==> config.mk <==
export PLATFORM = sky130hd
export DESIGN_NAME = instr_mem_loadable
export DESIGN_NICKNAME = d
export VERILOG_FILES = /design/src/rtl/instr_mem_loadable.sv
export SDC_FILE = /design/constraint.sdc
export NUM_CORES = 2
export LEC_CHECK = 0
export CORE_ASPECT_RATIO = 0.7
export CORE_MARGIN = 1
export CORE_UTILIZATION = 40
export CTS_CLUSTER_DIAMETER = 120
export CTS_CLUSTER_SIZE = 16
export DETAILED_ROUTE_END_ITERATION = 10
export PLACE_DENSITY = 0.59
export SYNTH_ARGS = -nofsm -noshare
export SYNTH_HDL_FRONTEND = slang
export SYNTH_SLANG_ARGS = --single-unit
==> constraint.sdc <==
create_clock -name clk -period 7.9 [get_ports clk]
set_input_delay 1.185 -clock clk [delete_from_list [all_inputs] [get_ports clk]]
set_output_delay 1.185 -clock clk [all_outputs]
set_load 0.005 [all_outputs]
==> src/rtl/instr_mem_loadable.sv <==
// ============================================================================
// instr_mem_loadable: byte-addressed instruction store, zero-filled after reset,
// byte-loadable, serving registered little-endian multi-byte fetches. Rev 1.0
// ============================================================================
`default_nettype none

module instr_mem_loadable #(
  parameter int ADDR_W      = 8,
  parameter int INSTR_BYTES = 2,
  parameter bit ALIGN_CHECK = 1'b1
) (
  input  logic                     clk,
  input  logic                     reset,
  input  logic                     fetch_req,
  input  logic [ADDR_W-1:0]        fetch_addr,
  output logic [8*INSTR_BYTES-1:0] fetch_data,
  output logic                     fetch_valid,
  output logic                     fetch_misalign,
  input  logic                     load_en,
  input  logic                     wr_en,
  input  logic [ADDR_W-1:0]        wr_addr,
  input  logic [7:0]               wr_data,
  output logic                     busy
);

  localparam int                DEPTH        = 2**ADDR_W;
  localparam logic [ADDR_W-1:0] c_LAST_ADDR  = ADDR_W'(DEPTH - 1);
  localparam logic [ADDR_W-1:0] c_ALIGN_MASK = ADDR_W'(INSTR_BYTES - 1);

  typedef enum logic [1:0] {
    S_CLEAR = 2'd0,
    S_RUN   = 2'd1,
    S_LOAD  = 2'd2
  } state_t;

  state_t                   r_state;
  logic [ADDR_W-1:0]        r_cnt;
  logic [7:0]               r_mem [DEPTH];
  logic [8*INSTR_BYTES-1:0] w_word;
  logic                     w_misalign;

  // Byte addresses wrap naturally through ADDR_W-bit addition.
  for (genvar i = 0; i < INSTR_BYTES; i++) begin : g_bytes
    assign w_word[8*i +: 8] = r_mem[fetch_addr + ADDR_W'(i)];
  end

  if (ALIGN_CHECK) begin : g_align
    assign w_misalign = |(fetch_addr & c_ALIGN_MASK);
  end else begin : g_noalign
    assign w_misalign = 1'b0;
  end

  always_ff @(posedge clk or posedge reset) begin
    if (reset) begin
      r_state        <= S_CLEAR;
      r_cnt          <= '0;
      busy           <= 1'b1;
      fetch_data     <= '0;
      fetch_valid    <= 1'b0;
      fetch_misalign <= 1'b0;
    end else begin
      fetch_valid <= 1'b0;
      case (r_state)
        S_CLEAR: begin
          r_cnt <= r_cnt + ADDR_W'(1);
          if (r_cnt == c_LAST_ADDR) begin
            r_state <= S_RUN;
            busy    <= 1'b0;
          end
        end
        S_RUN: begin
          if (load_en) begin
            r_state <= S_LOAD;
            busy    <= 1'b1;
          end
          if (fetch_req) begin
            fetch_valid    <= 1'b1;
            fetch_data     <= w_word;
            fetch_misalign <= w_misalign;
          end
        end
        S_LOAD: begin
          if (!load_en) begin
            r_state <= S_RUN;
            busy    <= 1'b0;
          end
        end
        default: begin
          r_state <= S_CLEAR;
          r_cnt   <= '0;
          busy    <= 1'b1;
        end
      endcase
    end
  end

  // Storage has no reset; the CLEAR sweep is what zeroes it.
  always_ff @(posedge clk) begin
    if (r_state == S_CLEAR) begin
      r_mem[r_cnt] <= 8'h00;
    end else if (r_state == S_LOAD && wr_en) begin
      r_mem[wr_addr] <= wr_data;
    end
  end

endmodule

`default_nettype wire
---- After elaboration in Yosys (flattened, before gate mapping) ----
Memories as Yosys holds them, arrays and structs flattened. A register that Yosys moved wholly into a read port is not among the register bits.
Index checks and enable logic that the tools add are counted.
storage, ports and cells
  bits in registers ....................... 13
  RAM bits ................................ 2048
  input bits .............................. 29
  output and inout port bits .............. 19
  memories ................................ 1
cells by class
  $add $sub $neg .......................... 2
  equality and inequality tests ........... 6
  mux-type cells .......................... 19
  reductions and logical operators ........ 6
memory list
  name   words  width  read ports  clocked after memory_dff  wr ports  RTL line  text
  r_mem  256    8      2           2                         1         38        logic [7:0] r_mem [DEPTH];
operators by type and width
  operator             count
  $add 8x1->8 const B  2
  $mux 8               2
  $pmux 8 s2           1
  $mux 1               11
  $eq 8x8->1 const B   1
  $reduce_or 8->1      1
  $mux 2               3
  $ne 2x2->1 const B   3
  $pmux 2 s3           1
  $pmux 1 s3           1
  $reduce_and 3->1     1
  $eq 2x1->1 const B   1
  $eq 2x2->1 const B   1
  $logic_not 2->1      1
  $reduce_and 2->1     1
  $reduce_or 2->1      1
  $logic_and 1x1->1    1

---- Logic depth before layout (Yosys ltp) ----
  depth in word-level cells ............... 7
  gate-level depth with buffers ........... 13
  depth with buffers taken out ............ 9

---- Least setup slack after synthesis ----
Ideal clock, no wire load.
  path type ............................... input port to flip-flop
  start point ............................. input port wr_en
  end point ............................... memory r_mem[0][0], data pin
  library setup time ...................... 0.869 ns
  data arrival time ....................... 5.152 ns
  setup slack ............................. 1.879 ns
  stages on the path ...................... 4
  cells stage by stage .................... nand2_1 -> nor2_1 -> clkbuf_1 -> and2_1
on the way
  cells in the longest elaborated chain, start to end .. 6
RTL lines
  item                          RTL line  text
  start, declared               20        input logic wr_en,
  $logic_and 1x1->1             101       end else if (r_state == S_LOAD && wr_en) begin
  $mux 1                        101
  $mux 1                        99        if (r_state == S_CLEAR) begin
  $mux 1 (not written as such)  102       r_mem[wr_addr] <= wr_data;
  $reduce_or 8->1 (no line)     n/a
  $mux 8 (no line)              n/a
  end, declared                 38
Every way passes these cells.

---- Worst setup path after layout ----
  start point ............................. input port fetch_addr[4]
  end point ............................... register fetch_data[13] (read register of r_mem)
on the way
  cells in the longest elaborated chain, start to end .. 1
RTL lines
  item             RTL line  text
  start, declared  15        input logic [ADDR_W-1:0] fetch_addr,
  $add 8x1->8      44        assign w_word[8*i +: 8] = r_mem[fetch_addr + ADDR_W'(i)];
  end, declared    16        output logic [8*INSTR_BYTES-1:0] fetch_data,
Every way passes these cells.
A chain may end at the register's enable or synchronous reset.

==> reports/metrics.yaml <==
drtAntennaViolNets: 0
p_leak_nw: 26.2
dieArea_um2: 246000
yosys.area.top_type: "edfxtp_1"
layout_common_cells: "2048 x edfxtp_1, 1105 x mux4_2, 340 x nand2_1"
ys.flop_type: "edfxtp_1"
drc: 0
syn_area_um2: 97800
holdBufCountCts: 0
grt_antenna_before_repair: 18
finalMaxSlewViolations: 0
worstPathCellList: "buf_4 > nand2_1 > or3_1 > and2_2 > nor2_1 > nand4_1 > o311ai_1 > buf_2 > o221a_1"
layout-drive-gt1-share_pct: 29.1
postSynthNetCount: 5042
synth_xor_area_share_pct: 0.108
ys_ff_latch: 2077
crit_type: "in2reg"
layout_commonest_cell: "edfxtp_1"
ctsRootBufferMaster: "clkbuf_16"
vias: 55800
coreArea_um2: 242000
muxShareOfSynthArea_pct: 27.7
fin_skew_ps: 43.2
drtIter0Drc: 9448
critical_path_required_ps: 8660
synth_edf_count: 2048
ys_seq_area_share_pct: 63.7
clk_path_buf_depth: 4
ys_async_sr_fraction_pct: 1.40
fillers: 20600
avgSynthCellArea_um2: 19.5
grt_max_degree: 184
post_cts_buffers: 0
nNetsFinal: 4974
critPathMaxFanout: 32
hpwlAfterDp_um: 203000
cp-start-kind: "input port"
r2r_setup_slack_ps: 3060
wirelength_um: 314000
gp_congestion: 0.929
worstPathArrival_ps: 5810
std_cell_rows: 151
slowest_stage: "nor2_1"
synth_cell_types: 69
stdcell_count: 8185
dp.cells: 7996
ios: 48
synth_top_family_by_area: "multiplexers"
crit_family: "simple AND/OR/NAND/NOR gates"
cpPeakStageDelay_ps: 1050
grt_pass1_vias: 53100
fin_tns_setup_ps: 0
synthTopCellsByArea: "edfxtp_1 63%, mux4_2 25%, mux2i_1 2.2%, nand2_1 1.3%, nor2_1 1.1%"
grtUsageTotal_pct: 25.4
grt_pass1_wl_um: 436000
synth_top_area_share_pct: 62.9
htree_levels: 4
synthAdderAreaFrac_pct: 0.0640
critPathCaptureType: "flop"
hold_viol_final: 0
ys_warn_count: 0
hold_ws_ps: 483
fin_crit_sh_pct: 63.9
fin_crit_ps: 5050
max_freq_mhz: 198
numClockSinks: 2077
maxCapViolCount: 0
wl_per_cell_um: 38.4
path_clk_slew_ps: 80
grt_overflow_total: 0
rsz0062_at_grt: "false"
synth-simple-area-share_pct: 3.73
peakVddDrop_mv: 0.155
synth-compound-area-share_pct: 2.50
path_buf_inv: 2
cts_resized: 0
via_per_inst: 6.82
portBuffers: 47
slew_headroom_pct: 1.44
clock_latency_ps: 860
start_util_pct: 40.3
dr.pass1.iters: 6
die_w_um: 593
area_delta_synth_final_pct: 8.16
hold_path_class: "reg2reg"
postSynthCellCount: 5008
cts_tree: "yes"
setup_viol: 0
cts_buffers: 155
worst_pin_slew_ps: 1480
die_h_um: 416
status: "finished, final reports clean"
powerDensity_nw_per_um2: 195
[cell type report]
type / instances / area, um2 / share of cell area [%]
Antenna cell: 5 / 12.5 / 0.0118
Clock buffer: 180 / 4060 / 3.84
Clock inverter: 4 / 31.3 / 0.0296
Inverter: 6 / 30.0 / 0.0284
Multi-Input combinational cell: 2521 / 33500 / 31.7
Sequential cell: 2077 / 62200 / 58.9
Tap cell: 3213 / 4020 / 3.80
Timing Repair Buffer: 179 / 1880 / 1.78
[synth_stat cells, drive strengths merged, types with 28 or more instances]
master	number
nand2	341
mux2i	215
edfxtp	2048
mux4	1105
o22ai	36
o221ai	64
nor2	295
a21oi	56
clkbuf	114
dfrtp	28
a32oi	34
buf	290
nand3	109
[routing by layer]
metal / vias up / global-route usage (%) / share of wire, % / routed length (um)
li1: 21200 / - / - / -
met1: 30400 / 38.9 / 42 / 131000
met2: 3806 / 34.9 / 42 / 132000
met3: 397 / 8.63 / 14 / 43600
met4: 2 / 5.24 / 2.3 / 7140
met5: - / 0 / 0.0060 / 19
[power breakdown]
| part | internal, mW | switching, mW |
|---|---|---|
| Sequential | 11.9 | 0 |
| Clock | 3.61 | 3.80 |
| Combinational | 0.434 | 0.900 |
[flip-flops by register name (all words and copies together), names as in the netlist]
name            count
r_mem            2048
fetch_data         16
r_cnt               8
r_state             2
busy                1
fetch_misalign      1
fetch_valid         1
[through the flow]
step / util (%) / total power, mW / area, um2 / setup slack, ps
2_1_floorplan: - / 13.0 / 97800 / 1880
3_3_place_gp: 41.9 / 13.5 / 102000 / 1810
3_5_place_dp: 41.9 / 13.5 / 102000 / 2170
4_1_cts: 43.6 / 20.7 / 106000 / 3040
5_1_grt: 43.6 / 21.1 / 106000 / 2900
6_report: 43.6 / 20.7 / 106000 / 2850
[worst reg2reg max path: cells and delay by family, from the launching register on]
kind	cells	cell delay (ps)
AOI/OAI and AO/OA	1	1130
DFF	1	390
and+or+nand+nor	3	2410
adders and majority gates	1	430
buffers and inverters	1	100
[kinds of logic (layout without fill, tap and decap cells)]
| group | count (synthesis) | after routing |
|---|---|---|
| adders and majority gates | 5 | 5 |
| muxes | 1322 | 1322 |
| buffers and inverters | 410 | 369 |
| xor gates and xnor gates | 9 | 9 |
| and+or+nand+nor | 857 | 857 |
| AOI/OAI and AO/OA | 328 | 328 |
| DFF | 2077 | 2077 |
| other | 0 | 5 |
[worst paths after layout]
path                                start              to  depth (start not counted)
max reg2reg                    r_state[0]    r_mem[44][5]                          6
max                         fetch_addr[4]  fetch_data[13]                          9
min in group asynchronous           reset        r_cnt[7]                          3
max in group asynchronous           reset   fetch_data[8]                          3
min reg2reg                fetch_misalign  fetch_misalign                          2
min                        fetch_misalign  fetch_misalign                          2
No activity file was read; power rests on OpenSTA's default activity.
